--- src/rtl/gpio_pad_responder.sv ---
// Small first-word-fall-through FIFO used for the pad event log.
// Latency: a pushed word is visible at rd_dat one cycle after the push edge.
// Backpressure: push and pop together are accepted even when full; a push while full without a pop is dropped and flagged on drop.
module gpio_evt_fifo #(
    parameter int W     = 32,
    parameter int DEPTH = 8
) (
    input  logic                       clk,
    input  logic                       rst,
    input  logic                       wr_vld,
    input  logic [W-1:0]               wr_dat,
    input  logic                       rd_rdy,
    output logic                       rd_vld,
    output logic [W-1:0]               rd_dat,
    output logic [$clog2(DEPTH):0]     count,
    output logic                       drop
);
    localparam int AW = $clog2(DEPTH);
    localparam int CW = AW + 1;

    logic [W-1:0]  mem [DEPTH];
    logic [AW-1:0] wr_ptr;
    logic [AW-1:0] rd_ptr;
    logic          full;
    logic          pop_ok;
    logic          push_ok;

    assign rd_vld  = (count != '0);
    assign full    = (count == CW'(DEPTH));
    assign pop_ok  = rd_vld & rd_rdy;
    // A full FIFO still accepts a write when the head leaves in the same cycle.
    assign push_ok = wr_vld & (~full | pop_ok);
    assign drop    = wr_vld & full & ~pop_ok;
    assign rd_dat  = mem[rd_ptr];

    // Pointer and occupancy bookkeeping; pointers wrap naturally (DEPTH is a power of 2).
    always_ff @(posedge clk or posedge rst) begin
        if (rst) begin
            wr_ptr <= '0;
            rd_ptr <= '0;
            count  <= '0;
        end else begin
            if (push_ok) wr_ptr <= wr_ptr + AW'(1);
            if (pop_ok)  rd_ptr <= rd_ptr + AW'(1);
            case ({push_ok, pop_ok})
                2'b10:   count <= count + CW'(1);
                2'b01:   count <= count - CW'(1);
                default: count <= count;
            endcase
        end
    end

    // Storage needs no reset: contents are only visible while count is non-zero.
    always_ff @(posedge clk) begin
        if (push_ok) mem[wr_ptr] <= wr_dat;
    end
endmodule

`ifndef GPIO_DATA_WIDTH
`define GPIO_DATA_WIDTH 16
`endif

// Pad ring model: resolves DUT/external/pull drive per pin, returns it delayed, logs transitions.
// Latency: pad_val one edge after inputs, gpio_pin_in PAD_DLY edges, event visible one edge after pad_val changes.
// Backpressure: evt_ready pops the event log; events arriving while it is full and not popping are dropped (evt_overflow).
module gpio_pad_responder #(
    parameter int DATA_W     = `GPIO_DATA_WIDTH,
    parameter int PAD_DLY    = 2,
    parameter int FIFO_DEPTH = 8,
    parameter int TS_W       = 16
) (
    input  logic                            pclk,
    input  logic                            p_reset,
    input  logic [DATA_W-1:0]               n_gpio_pin_oe,
    input  logic [DATA_W-1:0]               gpio_pin_out,
    output logic [DATA_W-1:0]               gpio_pin_in,
    input  logic [DATA_W-1:0]               ext_drive_en,
    input  logic [DATA_W-1:0]               ext_drive_val,
    input  logic [DATA_W-1:0]               pull_val,
    output logic [DATA_W-1:0]               pad_val,
    output logic [DATA_W-1:0]               contention,
    input  logic                            status_clr,
    output logic                            evt_valid,
    input  logic                            evt_ready,
    output logic [TS_W+DATA_W-1:0]          evt_data,
    output logic                            evt_overflow,
    output logic [$clog2(FIFO_DEPTH):0]     evt_count
);
    logic [DATA_W-1:0] resolved;
    logic [DATA_W-1:0] pipe [PAD_DLY];
    logic [DATA_W-1:0] prev_pad;
    logic [TS_W-1:0]   ts;
    logic              evt_push;
    logic              fifo_drop;

    // DUT drive wins whenever its enable is active, even against an external driver.
    assign resolved = (~n_gpio_pin_oe & gpio_pin_out)
                    | (n_gpio_pin_oe & ext_drive_en & ext_drive_val)
                    | (n_gpio_pin_oe & ~ext_drive_en & pull_val);

    assign pad_val     = pipe[0];
    assign gpio_pin_in = pipe[PAD_DLY-1];
    assign evt_push    = (pad_val != prev_pad);

    // Pad register followed by the return-path delay line.
    always_ff @(posedge pclk or posedge p_reset) begin
        if (p_reset) begin
            for (int k = 0; k < PAD_DLY; k++) pipe[k] <= '0;
        end else begin
            pipe[0] <= resolved;
            for (int k = 1; k < PAD_DLY; k++) pipe[k] <= pipe[k-1];
        end
    end

    // Transition detector history and free-running timestamp.
    always_ff @(posedge pclk or posedge p_reset) begin
        if (p_reset) begin
            prev_pad <= '0;
            ts       <= '0;
        end else begin
            prev_pad <= pad_val;
            ts       <= ts + TS_W'(1);
        end
    end

    // Sticky status; a new set in the same cycle outranks the clear.
    always_ff @(posedge pclk or posedge p_reset) begin
        if (p_reset) begin
            contention   <= '0;
            evt_overflow <= 1'b0;
        end else begin
            contention   <= (contention & ~{DATA_W{status_clr}}) | (~n_gpio_pin_oe & ext_drive_en);
            evt_overflow <= (evt_overflow & ~status_clr) | fifo_drop;
        end
    end

    gpio_evt_fifo #(
        .W     (TS_W + DATA_W),
        .DEPTH (FIFO_DEPTH)
    ) u_evt_fifo (
        .clk    (pclk),
        .rst    (p_reset),
        .wr_vld (evt_push),
        .wr_dat ({ts, pad_val}),
        .rd_rdy (evt_ready),
        .rd_vld (evt_valid),
        .rd_dat (evt_data),
        .count  (evt_count),
        .drop   (fifo_drop)
    );
endmodule
--- config.mk ---
export PLATFORM = sky130hd
export DESIGN_NAME = gpio_pad_responder
export DESIGN_NICKNAME = d
export VERILOG_FILES = /design/src/rtl/gpio_pad_responder.sv
export SDC_FILE = /design/constraint.sdc
export NUM_CORES = 1
export LEC_CHECK = 0
export ABC_AREA = 1
export BUFFER_PORTS_ARGS = -buffer_cell sky130_fd_sc_hd__buf_2
export CAP_MARGIN = 20
export CORE_MARGIN = 2
export CORE_UTILIZATION = 39
export CTS_BUF_LIST = sky130_fd_sc_hd__clkbuf_8 sky130_fd_sc_hd__clkbuf_16
export DETAILED_ROUTE_END_ITERATION = 10
export PLACE_DENSITY_LB_ADDON = 0.3
export SYNTH_ARGS = -nofsm -noshare
export SYNTH_HDL_FRONTEND = slang
export SYNTH_SLANG_ARGS = --single-unit
--- constraint.sdc ---
create_clock -name pclk -period 8.8 [get_ports pclk]
set_clock_uncertainty 0.1 [all_clocks]
set_input_delay 0.88 -clock pclk [delete_from_list [all_inputs] [get_ports pclk]]
set_output_delay 0.88 -clock pclk [all_outputs]
set_load 0.02 [all_outputs]
==> run metrics <==
outcome finished clean; fillers 3061; Tcrit/Tclk final 0.4789; RSZ-0062 raised after global routing no; Place WS about 5.1 ns; Fmax 237.3 MHz; area grow syn2layout 18.89%; post-synthesis sequential area ratio 0.7194; top post-synthesis cells by area edfxtp_1 (58%), dfrtp_1 (14%), nor2_1 (7.7%); grt total ovfl 0; largest area contributor in the netlist edfxtp_1; WL final 29.07 mm; via count 8806; DRC 0; crit path to evt_data[29]; Post-Syn Nets around 1200; die width 188.6 µm; Syn Inst Count 1146; Tot Pwr 5.443 mW; Final min period about 4.2 ns; Root Buffer clkbuf_16; Critical Path Start Type flip-flop; # port buffers roughly 170; Ports 170; Design Area, Final 0.01581 mm²; Synth top area share 0.5782; share of layout cells above drive strength 1 0.2012; clk_lat worst skew ~0.5 ns; Final Hold Vio Count 0; setup repair bufs after CTS 0; Reg2Reg Depth 10; Net Sw Frac 0.3616; # rows 67; crit path launch u_evt_fifo.rd_ptr[0]; RR Startpoint pad_val[14]; Synth cell types 28; setup TNS 0 ns; DR pass1 iterations 5; most frequent cells in the layout nor2_1 (266), edfxtp_1 (256), buf_2 (169); largest net degree at the start of global routing about 100; pwr/cell area 344.3 mW/mm²; Crit. End Element output pin; Synth Area in XOR/XNOR 0.01054; Synth async-reset ratio 0.2266; first-pass GRT wire length 45.99 mm; Slew Limit Fails 0; Data required, critical path 7.82 ns; Peak supply drop ~0.00016 V; Num CTS Buffers 35; clock power share 0.268; hold_buf cts 0; Initial Utilization 0.3965; Worst slew margin 0.2856; worst slew pin tran around 1.1 ns; reg2reg setup slack 6.07 ns; max cap viols 0; critical path class reg -> out; Placed Cells ~1700; Leak between 6 and 7 nW; DIE HEIGHT between 150 and 200 µm; Seq pwr share 0.408; HP Class reg -> reg; crit-path max FO just over 100; Post-CTS Resized 0; adder-cell share of the synthesized area 0.006211; Final Instance Count excl. Fillers 1790; core footprint roughly 0.034 mm²; commonest non-fill, non-tap cell in the layout nor2_1; Via density between 4 and 5; # clock sinks 331; Mapped Area 0.01330 mm²; Hold Slack 0.4195 ns; EDFF count, synth roughly 260; Finished Core Util 0.4714; WP data arrival approximately 3.2 ns; NetSw about 2.0 mW; CTS tree built; HPWL after DPL about 16 mm; Clock Tree Buf Depth 3; Main synth FF type edfxtp_1; ANT cells 0; largest family of logic cells by synthesized area simple AND/OR/NAND/NOR gates; Final WS setup ~4.6 ns; DIE AREA 0.03558 mm²; reg2reg end u_evt_fifo.mem[0][17]; Routed Antenna Nets 0; GPL Wtd Cong 0.7540; vias in the first global route ~8500; Starting DRT DRC Count around 580; Synth Warn # 0; Post-Place Cell Area 0.01463 mm²; DR WL/cell 16.24 µm; post-synthesis mux area share 0; Net count, final between 1000 and 1500; area of the multi-input gates ~0.0032 mm²; initial antenna violation count 0; Synth Area in Simple Gates 0.1366; Setup-failing EPs final 0; clock transition at the registers of the reported paths approximately 0.060 ns; register bit total from synthesis 331; Int Power 3.475 mW; CTS H-tree lvls 2; Total GRT Usage 0.1640; FF+latch area ~0.0096 mm²; Mapped Avg Cell Area around 12 µm²; Comb pwr share 0.324; post-synthesis compound-gate area fraction 0.08771
## cell type report
class,instances,share of cell area
Timing Repair Buffer,183,0.06016
Sequential cell,331,0.6054
Multi-Input combinational cell,684,0.2053
Clock inverter,18,0.006570
Inverter,81,0.01939
Clock buffer,45,0.06768
Tap cell,448,0.03546
## metal layers
layer | vias to the layer above | routed length (µm) | track usage
met5 | - | 0 | 0
met4 | 0 | 556 | 0.04447
met3 | 41 | 1632 | 0.03297
met2 | 243 | 14010 | 0.2757
met1 | 4233 | 12870 | 0.2173
li1 | 4289 | - | -
## cells in the mapped netlist, drive strengths merged (5+ instances only)
master,number
buf,18
nand3,42
xor2,12
edfxtp,256
nor2,278
inv,81
clkbuf,32
dfrtp,75
o21ai,149
nand2,119
ha,5
a31oi,32
o22ai,32
## cells by family (layout without fill, tap and decap cells)
family / count (synthesis) / count (layout)
xor+xnor: 16 / 16
fa+ha+maj: 6 / 6
flops: 331 / 331
compound gates: 217 / 217
simple gates: 445 / 445
buf+inv: 131 / 327
## worst min-delay path by stage
| stage | cells after the start | to | startpoint | slack (ns) |
|---|---|---|---|---|
| floorplan | 2 | u_evt_fifo.wr_ptr[0] | u_evt_fifo.wr_ptr[0] | 0.39 |
| global placement | 2 | contention[5] | contention[5] | 0.41 |
| detailed placement | 2 | contention[8] | contention[8] | 0.41 |
| CTS | 2 | contention[12] | contention[12] | 0.42 |
| global route | 2 | contention[2] | contention[2] | 0.45 |
| finish | 2 | contention[10] | contention[10] | 0.42 |
## sequential cells by signal, indices dropped and copies added (netlist names)
| signal | count |
|---|---|
| u_evt_fifo.count | 4 |
| u_evt_fifo.mem | 256 |
| pad_val | 16 |
| evt_overflow | 1 |
| prev_pad | 16 |
| u_evt_fifo.wr_ptr | 3 |
| ts | 16 |
| contention | 16 |
| u_evt_fifo.rd_ptr | 3 |
## critical path, cell delays in order (launching register included)
cell and delay [ns]:
dfrtp_4 0.61, clkinv_2 0.31, buf_4 0.79, o21ai_0 0.20, o22ai_1 0.18, nor2_1 0.06
a31oi_1 0.31, buf_2 0.23
## power groups by stage
stage	Sequential [mW]	Combinational [mW]	Clock, mW
2_1_floorplan	2.26	1.16	0
3_3_place_gp	2.24	1.78	0
3_5_place_dp	2.26	1.81	0
4_1_cts	2.23	1.81	1.49
5_1_grt	2.26	1.97	1.55
6_report	2.22	1.76	1.46
No activity file was read; power rests on OpenSTA's default activity.
